<file path="config.mk">
export PLATFORM = sky130hd
export DESIGN_NAME = data_pack_flat
export DESIGN_NICKNAME = d
export VERILOG_FILES = /design/src/rtl/data_pack_if.sv /design/src/rtl/data_pack.sv /design/src/flat_wrapper.sv
export SDC_FILE = /design/constraint.sdc
export NUM_CORES = 1
export LEC_CHECK = 0
export BUFFER_PORTS_ARGS = -buffer_cell sky130_fd_sc_hd__buf_2
export CAP_MARGIN = 20
export CORE_UTILIZATION = 55
export CTS_CLUSTER_SIZE = 40
export DETAILED_ROUTE_END_ITERATION = 6
export PLACE_DENSITY = 0.81
export SYNTH_ARGS = -nofsm -noshare
export SYNTH_HDL_FRONTEND = slang
export SYNTH_SLANG_ARGS = --single-unit
</file>
<file path="constraint.sdc">
create_clock -name clk -period 5.2 [get_ports clk]
set_input_delay 0.26 -clock clk [delete_from_list [all_inputs] [get_ports clk]]
set_output_delay 0.26 -clock clk [all_outputs]
set_load 0.005 [all_outputs]
</file>
<file path="src/rtl/data_pack_if.sv">
// Symbol-in / word-out stream bundle for the 7-to-32 bit packer.
// Handshake: a beat moves on a rising edge only when its valid and ready are both high; the source holds its payload stable while valid is high and ready is low.
interface data_pack_if #(
  parameter int SYM_W  = 7,
  parameter int WORD_W = 32
);
  localparam int BITS_W = $clog2(WORD_W) + 1;

  logic              valid_in;
  logic [SYM_W-1:0]  data_in;
  logic              sop_in;
  logic              eop_in;
  logic              ready_out;

  logic              valid_out;
  logic [WORD_W-1:0] data_out;
  logic              sop_out;
  logic              eop_out;
  logic [BITS_W-1:0] bits_out;
  logic              drop_out;
  logic              ready_in;

  // Environment side: produces symbols and consumes words.
  modport master (
    output valid_in, data_in, sop_in, eop_in, ready_in,
    input  ready_out, valid_out, data_out, sop_out, eop_out, bits_out, drop_out
  );

  // Packer side.
  modport slave (
    input  valid_in, data_in, sop_in, eop_in, ready_in,
    output ready_out, valid_out, data_out, sop_out, eop_out, bits_out, drop_out
  );
endinterface

</file>
<file path="src/rtl/data_pack.sv">
// Packs SYM_W-bit framed symbols LSB-first into WORD_W-bit words and flushes
// a zero-padded partial word, with its valid-bit count, at end of packet.
module data_pack #(
  parameter int SYM_W  = 7,
  parameter int WORD_W = 32
) (
  input  logic       clk,
  input  logic       rst,
  data_pack_if.slave bus,
  output logic       dbg_state_o
);
  localparam int ACC_W  = WORD_W + SYM_W - 1;
  localparam int CNT_W  = $clog2(ACC_W + 1);
  localparam int BITS_W = $clog2(WORD_W) + 1;
  localparam logic [CNT_W-1:0] WORD_C = CNT_W'(WORD_W);
  localparam logic [CNT_W-1:0] SYM_C  = CNT_W'(SYM_W);

  typedef enum logic {ACCUM = 1'b0, FLUSH = 1'b1} state_t;

  state_t            state_q, state_d;
  logic [ACC_W-1:0]  acc_q, acc_d;
  logic [CNT_W-1:0]  cnt_q, cnt_d;
  logic              sop_pend_q, sop_pend_d;
  logic              live_q, live_d;
  logic              ovld_q, ovld_d;
  logic [WORD_W-1:0] odata_q, odata_d;
  logic              osop_q, osop_d;
  logic              oeop_q, oeop_d;
  logic [BITS_W-1:0] obits_q, obits_d;
  logic              drop_q, drop_d;

  logic             ready;
  logic             accept;
  logic             full;
  logic             load;
  logic [ACC_W-1:0] sym_ext;

  // live_q keeps ready low until the first edge after reset is released.
  assign ready   = live_q && (state_q == ACCUM) && (cnt_q < WORD_C);
  assign accept  = bus.valid_in && ready;
  assign full    = (cnt_q >= WORD_C);
  assign load    = (!ovld_q || bus.ready_in) &&
                   (full || ((state_q == FLUSH) && (cnt_q != '0)));
  assign sym_ext = ACC_W'(bus.data_in);

  always_ff @(posedge clk or posedge rst) begin
    if (rst) begin
      state_q    <= ACCUM;
      acc_q      <= '0;
      cnt_q      <= '0;
      sop_pend_q <= 1'b0;
      live_q     <= 1'b0;
      ovld_q     <= 1'b0;
      odata_q    <= '0;
      osop_q     <= 1'b0;
      oeop_q     <= 1'b0;
      obits_q    <= '0;
      drop_q     <= 1'b0;
    end else begin
      state_q    <= state_d;
      acc_q      <= acc_d;
      cnt_q      <= cnt_d;
      sop_pend_q <= sop_pend_d;
      live_q     <= live_d;
      ovld_q     <= ovld_d;
      odata_q    <= odata_d;
      osop_q     <= osop_d;
      oeop_q     <= oeop_d;
      obits_q    <= obits_d;
      drop_q     <= drop_d;
    end
  end

  // Load and accept never coincide: accept needs cnt < WORD_W, and in ACCUM
  // a word is only available once cnt >= WORD_W.
  always_comb begin
    state_d    = state_q;
    acc_d      = acc_q;
    cnt_d      = cnt_q;
    sop_pend_d = sop_pend_q;
    live_d     = 1'b1;
    ovld_d     = ovld_q;
    odata_d    = odata_q;
    osop_d     = osop_q;
    oeop_d     = oeop_q;
    obits_d    = obits_q;
    drop_d     = 1'b0;

    if (load) begin
      ovld_d     = 1'b1;
      osop_d     = sop_pend_q;
      sop_pend_d = 1'b0;
      odata_d    = acc_q[WORD_W-1:0];
      if (full) begin
        obits_d = BITS_W'(WORD_W);
        acc_d   = acc_q >> WORD_W;
        cnt_d   = cnt_q - WORD_C;
        oeop_d  = (state_q == FLUSH) && (cnt_q == WORD_C);
        if (oeop_d) state_d = ACCUM;
      end else begin
        // Bits above cnt are always zero, so the partial word is already padded.
        obits_d = BITS_W'(cnt_q);
        oeop_d  = 1'b1;
        acc_d   = '0;
        cnt_d   = '0;
        state_d = ACCUM;
      end
    end else if (bus.ready_in) begin
      ovld_d = 1'b0;
    end

    if (accept) begin
      if (bus.sop_in && (cnt_q != '0)) begin
        acc_d  = sym_ext;
        cnt_d  = SYM_C;
        drop_d = 1'b1;
      end else begin
        acc_d = acc_q | (sym_ext << cnt_q);
        cnt_d = cnt_q + SYM_C;
      end
      if (bus.sop_in) sop_pend_d = 1'b1;
      if (bus.eop_in) state_d = FLUSH;
    end
  end

  assign bus.ready_out = ready;
  assign bus.valid_out = ovld_q;
  assign bus.data_out  = odata_q;
  assign bus.sop_out   = osop_q;
  assign bus.eop_out   = oeop_q;
  assign bus.bits_out  = obits_q;
  assign bus.drop_out  = drop_q;
  assign dbg_state_o   = (state_q == FLUSH);
endmodule

</file>
<file path="src/flat_wrapper.sv">
// flat-port wrapper written by rule: the top's interface ports become plain ports
module data_pack_flat 
#(
  parameter int SYM_W  = 7,
  parameter int WORD_W = 32
)
  (clk, rst, dbg_state_o, bus_valid_in, bus_data_in, bus_sop_in, bus_eop_in, bus_ready_in, bus_ready_out, bus_valid_out, bus_data_out, bus_sop_out, bus_eop_out, bus_bits_out, bus_drop_out);
  data_pack_if #(.SYM_W(SYM_W), .WORD_W(WORD_W)) bus_i ();
  input  logic clk;
  input  logic rst;
  output logic dbg_state_o;
  input wire logic [$bits(bus_i.valid_in)-1:0] bus_valid_in;
  input wire logic [$bits(bus_i.data_in)-1:0] bus_data_in;
  input wire logic [$bits(bus_i.sop_in)-1:0] bus_sop_in;
  input wire logic [$bits(bus_i.eop_in)-1:0] bus_eop_in;
  input wire logic [$bits(bus_i.ready_in)-1:0] bus_ready_in;
  output wire logic [$bits(bus_i.ready_out)-1:0] bus_ready_out;
  output wire logic [$bits(bus_i.valid_out)-1:0] bus_valid_out;
  output wire logic [$bits(bus_i.data_out)-1:0] bus_data_out;
  output wire logic [$bits(bus_i.sop_out)-1:0] bus_sop_out;
  output wire logic [$bits(bus_i.eop_out)-1:0] bus_eop_out;
  output wire logic [$bits(bus_i.bits_out)-1:0] bus_bits_out;
  output wire logic [$bits(bus_i.drop_out)-1:0] bus_drop_out;
  assign bus_i.valid_in = bus_valid_in;
  assign bus_i.data_in = bus_data_in;
  assign bus_i.sop_in = bus_sop_in;
  assign bus_i.eop_in = bus_eop_in;
  assign bus_i.ready_in = bus_ready_in;
  assign bus_ready_out = bus_i.ready_out;
  assign bus_valid_out = bus_i.valid_out;
  assign bus_data_out = bus_i.data_out;
  assign bus_sop_out = bus_i.sop_out;
  assign bus_eop_out = bus_i.eop_out;
  assign bus_bits_out = bus_i.bits_out;
  assign bus_drop_out = bus_i.drop_out;
  data_pack #(.SYM_W(SYM_W), .WORD_W(WORD_W)) u_core (.clk(clk), .rst(rst), .bus(bus_i), .dbg_state_o(dbg_state_o));
endmodule
</file>
==> results.txt <==
Maximum operating frequency -> 319 MHz
Hold Crit Class -> in -> reg
Ratio of total power to cell area -> 561 mW/mm²
Number of global-route vias before repair -> 3243
Required time at the endpoint of the critical path -> 5.48 ns
DPL Wire Length -> 7180 µm
Clock sink total -> 89
Post-Place Cells -> 566
Remaining antenna violation count -> 0
Max-capacitance violation count -> 0
Category of the worst setup path capture point -> register
Final-layout worst hold slack -> 0.116 ns
Transition at the pin with the smallest max-transition slack -> 0.981 ns
Crit-path most repeated cell -> sky130_fd_sc_hd__inv_2
Synth-to-Final Area Change -> 14.4%
Clock latency of the later-clocked register in the worst-skew pair -> 0.36 ns
Floorplan core area -> 0.00729 mm²
Distinct cell type count of the synthesized netlist -> 61
Number of rows in the core area -> 31
Share of cells above drive strength 1 -> 20.4%
Count of final max-slew check failures -> 0
Post-Synthesis Mean Instance Area -> 9.61 µm²
Antenna violations before repair -> 0
Crit path time final -> 3.14 ns
TritonCTS buffer count -> 9
Clock-pin slew on the worst setup and hold paths -> 0.09 ns
Arr. time, crit path -> 3.42 ns
Cell chain of the critical path -> inv_2, ha_1, or3b_1, o211ai_2, inv_2, nor3_4, buf_4, a22oi_1, o21ai_0
Setup fix buffers added after clock tree synthesis -> 0
Leakage -> 0.00250 µW
Maximum number of pins on one net before global-route repair -> 90
Cell area after synthesis -> 0.00416 mm²
Met1 wire length -> 4500 µm
Remaining design rule violation count -> 0
TritonCTS clock tree -> yes
Worst-case headroom to the max-slew limit -> 34.4%
Worst path buffer plus inverter count -> 3
Sequential element share of the synthesized area -> 53.5%
Setup Viol. Count Final -> 0
Final Hold Violating Endpoints -> 0
Width of the die -> 89.0 µm
Die height -> 89.0 µm
Met3 wire len -> 986 µm
Fillers -> 616
Routed met2 length -> 4680 µm
Wire length of the first global-routing pass -> 16700 µm
Number of antenna diodes -> 0
Critical Setup Path Class -> reg -> reg
CP max FO -> 21
Period utilization -> 60.3%
Maximum buffer depth of the clock tree -> 2
Starting DRC count in detailed routing -> 395
Starting Density -> 57.1%
Overall overflow remaining after global route -> 0
Max rail drop VDD -> 0.312 mV
Post-synthesis instance total -> 433
Leading cell type in the layout, fill and taps excluded -> sky130_fd_sc_hd__nand2_1
Average routed wire per standard cell -> 17.9 µm
Slowest library cell on the worst path -> sky130_fd_sc_hd__dfrtp_1
Setup repair after global routing missed its margin -> no
CTS Root Buffer Type -> sky130_fd_sc_hd__clkbuf_8
Synthesis Warnings -> 0
Post-cts gate resize count -> 0
Placer congestion estimate -> 1.01
Via density -> 6.02
Flop and latch count out of synthesis -> 89
Commonest non-fill, non-tap cells in the layout -> sky130_fd_sc_hd__nand2_1 (128), sky130_fd_sc_hd__dfrtp_1 (89), sky130_fd_sc_hd__buf_2 (56)
Top Metal Used -> met4
Most frequently used flop master after synthesis -> sky130_fd_sc_hd__dfrtp_1
Proportion of register bits with asynchronous set or reset after synthesis -> 100%
Delay of the slowest critical-path stage -> 0.58 ns
Post-detailed-routing wire length -> 10400 µm
Number of flops mapped to enable cells by yosys -> 0
Post-route clock skew -> 0.00964 ns
Final total negative setup slack -> 0 ns
Global Route Usage Sum -> 28.6%
Post-Layout Cell Count -> 584
Floorplan die area -> 0.00792 mm²
Pre-Repair DR Iteration Count -> 5
Fin nets -> 494
Number of vias in the routed layout -> 3515
CTS H-tree lvls -> 3
Critical Path Source Type -> register
Total nets after synthesis -> 447
Outcome -> complete, no violations
Port bufs -> 56
Io pins -> 57
Crit path max-delay family -> simple AND/OR/NAND/NOR gates
[worst reg2reg max path, delay by kind of cell (launching register included)]
kind | cells | cell delay, ns
DFF | 1 | 0.58
buffers and inverters | 3 | 0.69
and+or+nand+nor | 2 | 0.99
AOI/OAI and AO/OA | 3 | 0.53
adders and majority gates | 1 | 0.29
[layout make-up]
cell class,count,area (µm²),area share [%]
timing repair buffer,62,348,7.31
inverter,10,38.8,0.815
sequential,89,2230,46.8
clock inverter,7,101,2.13
multi-input combinational,308,1800,37.8
tap,99,124,2.60
clock buffer,9,124,2.60
[timing repair]
| action | CTS | global route |
|---|---|---|
| hold endpoints to repair | 0 | 11 |
| endpoints found under the setup margin | 0 | 0 |
| hold buffers | 0 | 1 |
[routing by layer]
| layer | track usage, % | vias to the layer above |
|---|---|---|
| met5 | 0 | - |
| met4 | 12.4 | 0 |
| met3 | 8.03 | 31 |
| met2 | 42.6 | 200 |
| met1 | 39.4 | 1663 |
| li1 | - | 1621 |
[path summary, 6_finish.rpt]
path	startpoint	to	slack (ns)	cells past startpoint
worst max-delay path	u_core.cnt_q[0]$_DFFE_PP0P_	u_core.acc_q[20]$_DFFE_PP0P_	2.06	9
worst min-delay path	bus_eop_in	u_core.dbg_state_o$_DFF_PP0_	0.12	2
worst max register to register	u_core.cnt_q[0]$_DFFE_PP0P_	u_core.acc_q[20]$_DFFE_PP0P_	2.06	9
worst min register to register	u_core.bus.data_out[9]$_DFFE_PP0P_	u_core.bus.data_out[9]$_DFFE_PP0P_	0.47	2
max in group asynchronous	rst	u_core.bus.bits_out[1]$_DFFE_PP0P_	4.16	5
min in group asynchronous	rst	u_core.bus.data_out[11]$_DFFE_PP0P_	0.43	4
[cells by family (layout without fill, tap and decap cells)]
group	count (synthesis)	count (layout)	share of synthesized area, %
AOI/OAI and AO/OA	102	102	18.0
other	1	1	0.0901
DFF	89	89	53.5
and+or+nand+nor	188	188	20.2
buffers and inverters	36	88	3.52
muxes	16	16	4.39
adders and majority gates	1	1	0.301
[where the power goes]
part | switching [µW] | internal (µW) | total [µW] | leakage [µW]
sequential | 166 | 867 | 1030 | 0.00121
combinational | 699 | 401 | 1100 | 0.00118
clock | 258 | 277 | 535 | 0.000112
[synth_stat cells, types with 2 or more instances]
cell type                     n  share of area, %
sky130_fd_sc_hd__a211oi_1     5              0.90
sky130_fd_sc_hd__a21o_1       5              0.90
sky130_fd_sc_hd__a21oi_1     15               1.8
sky130_fd_sc_hd__a221oi_1     2              0.42
sky130_fd_sc_hd__a22o_1      18               3.8
sky130_fd_sc_hd__a22oi_1      4              0.72
sky130_fd_sc_hd__a31oi_1      5              0.75
sky130_fd_sc_hd__a32o_1       4              0.96
sky130_fd_sc_hd__a32oi_1      2              0.42
sky130_fd_sc_hd__and3_1       6              0.90
sky130_fd_sc_hd__and3b_1      2              0.42
sky130_fd_sc_hd__buf_1        3              0.27
sky130_fd_sc_hd__buf_2        9               1.1
sky130_fd_sc_hd__clkbuf_1    14               1.3
sky130_fd_sc_hd__dfrtp_1     89                54
sky130_fd_sc_hd__inv_1        8              0.72
sky130_fd_sc_hd__inv_2        2              0.18
sky130_fd_sc_hd__mux2_2       8               2.2
sky130_fd_sc_hd__mux2i_1      7               1.7
sky130_fd_sc_hd__nand2_1    128                12
sky130_fd_sc_hd__nand2b_1     2              0.30
sky130_fd_sc_hd__nand3_1      8              0.96
sky130_fd_sc_hd__nand4_1      2              0.30
sky130_fd_sc_hd__nor2_1      19               1.7
sky130_fd_sc_hd__nor2b_1      2              0.30
sky130_fd_sc_hd__nor3_1       6              0.72
sky130_fd_sc_hd__o211ai_1     2              0.36
sky130_fd_sc_hd__o21ai_0     14               1.7
sky130_fd_sc_hd__o22ai_1      4              0.60
sky130_fd_sc_hd__o2bb2ai_1    5               1.1
sky130_fd_sc_hd__o31ai_1      3              0.54
[stage by stage]
step | area (µm²) | setup slack [ns] | util [%] | total power (µW)
after detailed placement | 4500 | 2.11 | 61.7 | 2120
after floorplan | 4160 | 2.63 | - | 1780
final | 4760 | 2.06 | 65.3 | 2670
after global placement | 4500 | 2.25 | 61.7 | 2100
after CTS | 4720 | 2.09 | 64.8 | 2660
after global routing | 4760 | 1.80 | 65.3 | 2850
[sequential cells by signal, indices dropped and copies added (netlist names)]
name                  cells
u_core.sop_pend_q         1
u_core.bus.bits_out       6
u_core.bus.data_out      32
u_core.bus.eop_out        1
u_core.bus.drop_out       1
u_core.bus.sop_out        1
u_core.acc_q             38
u_core.bus.valid_out      1
u_core.dbg_state_o        1
u_core.live_q             1
u_core.cnt_q              6
(Power assumes the default switching activity.)
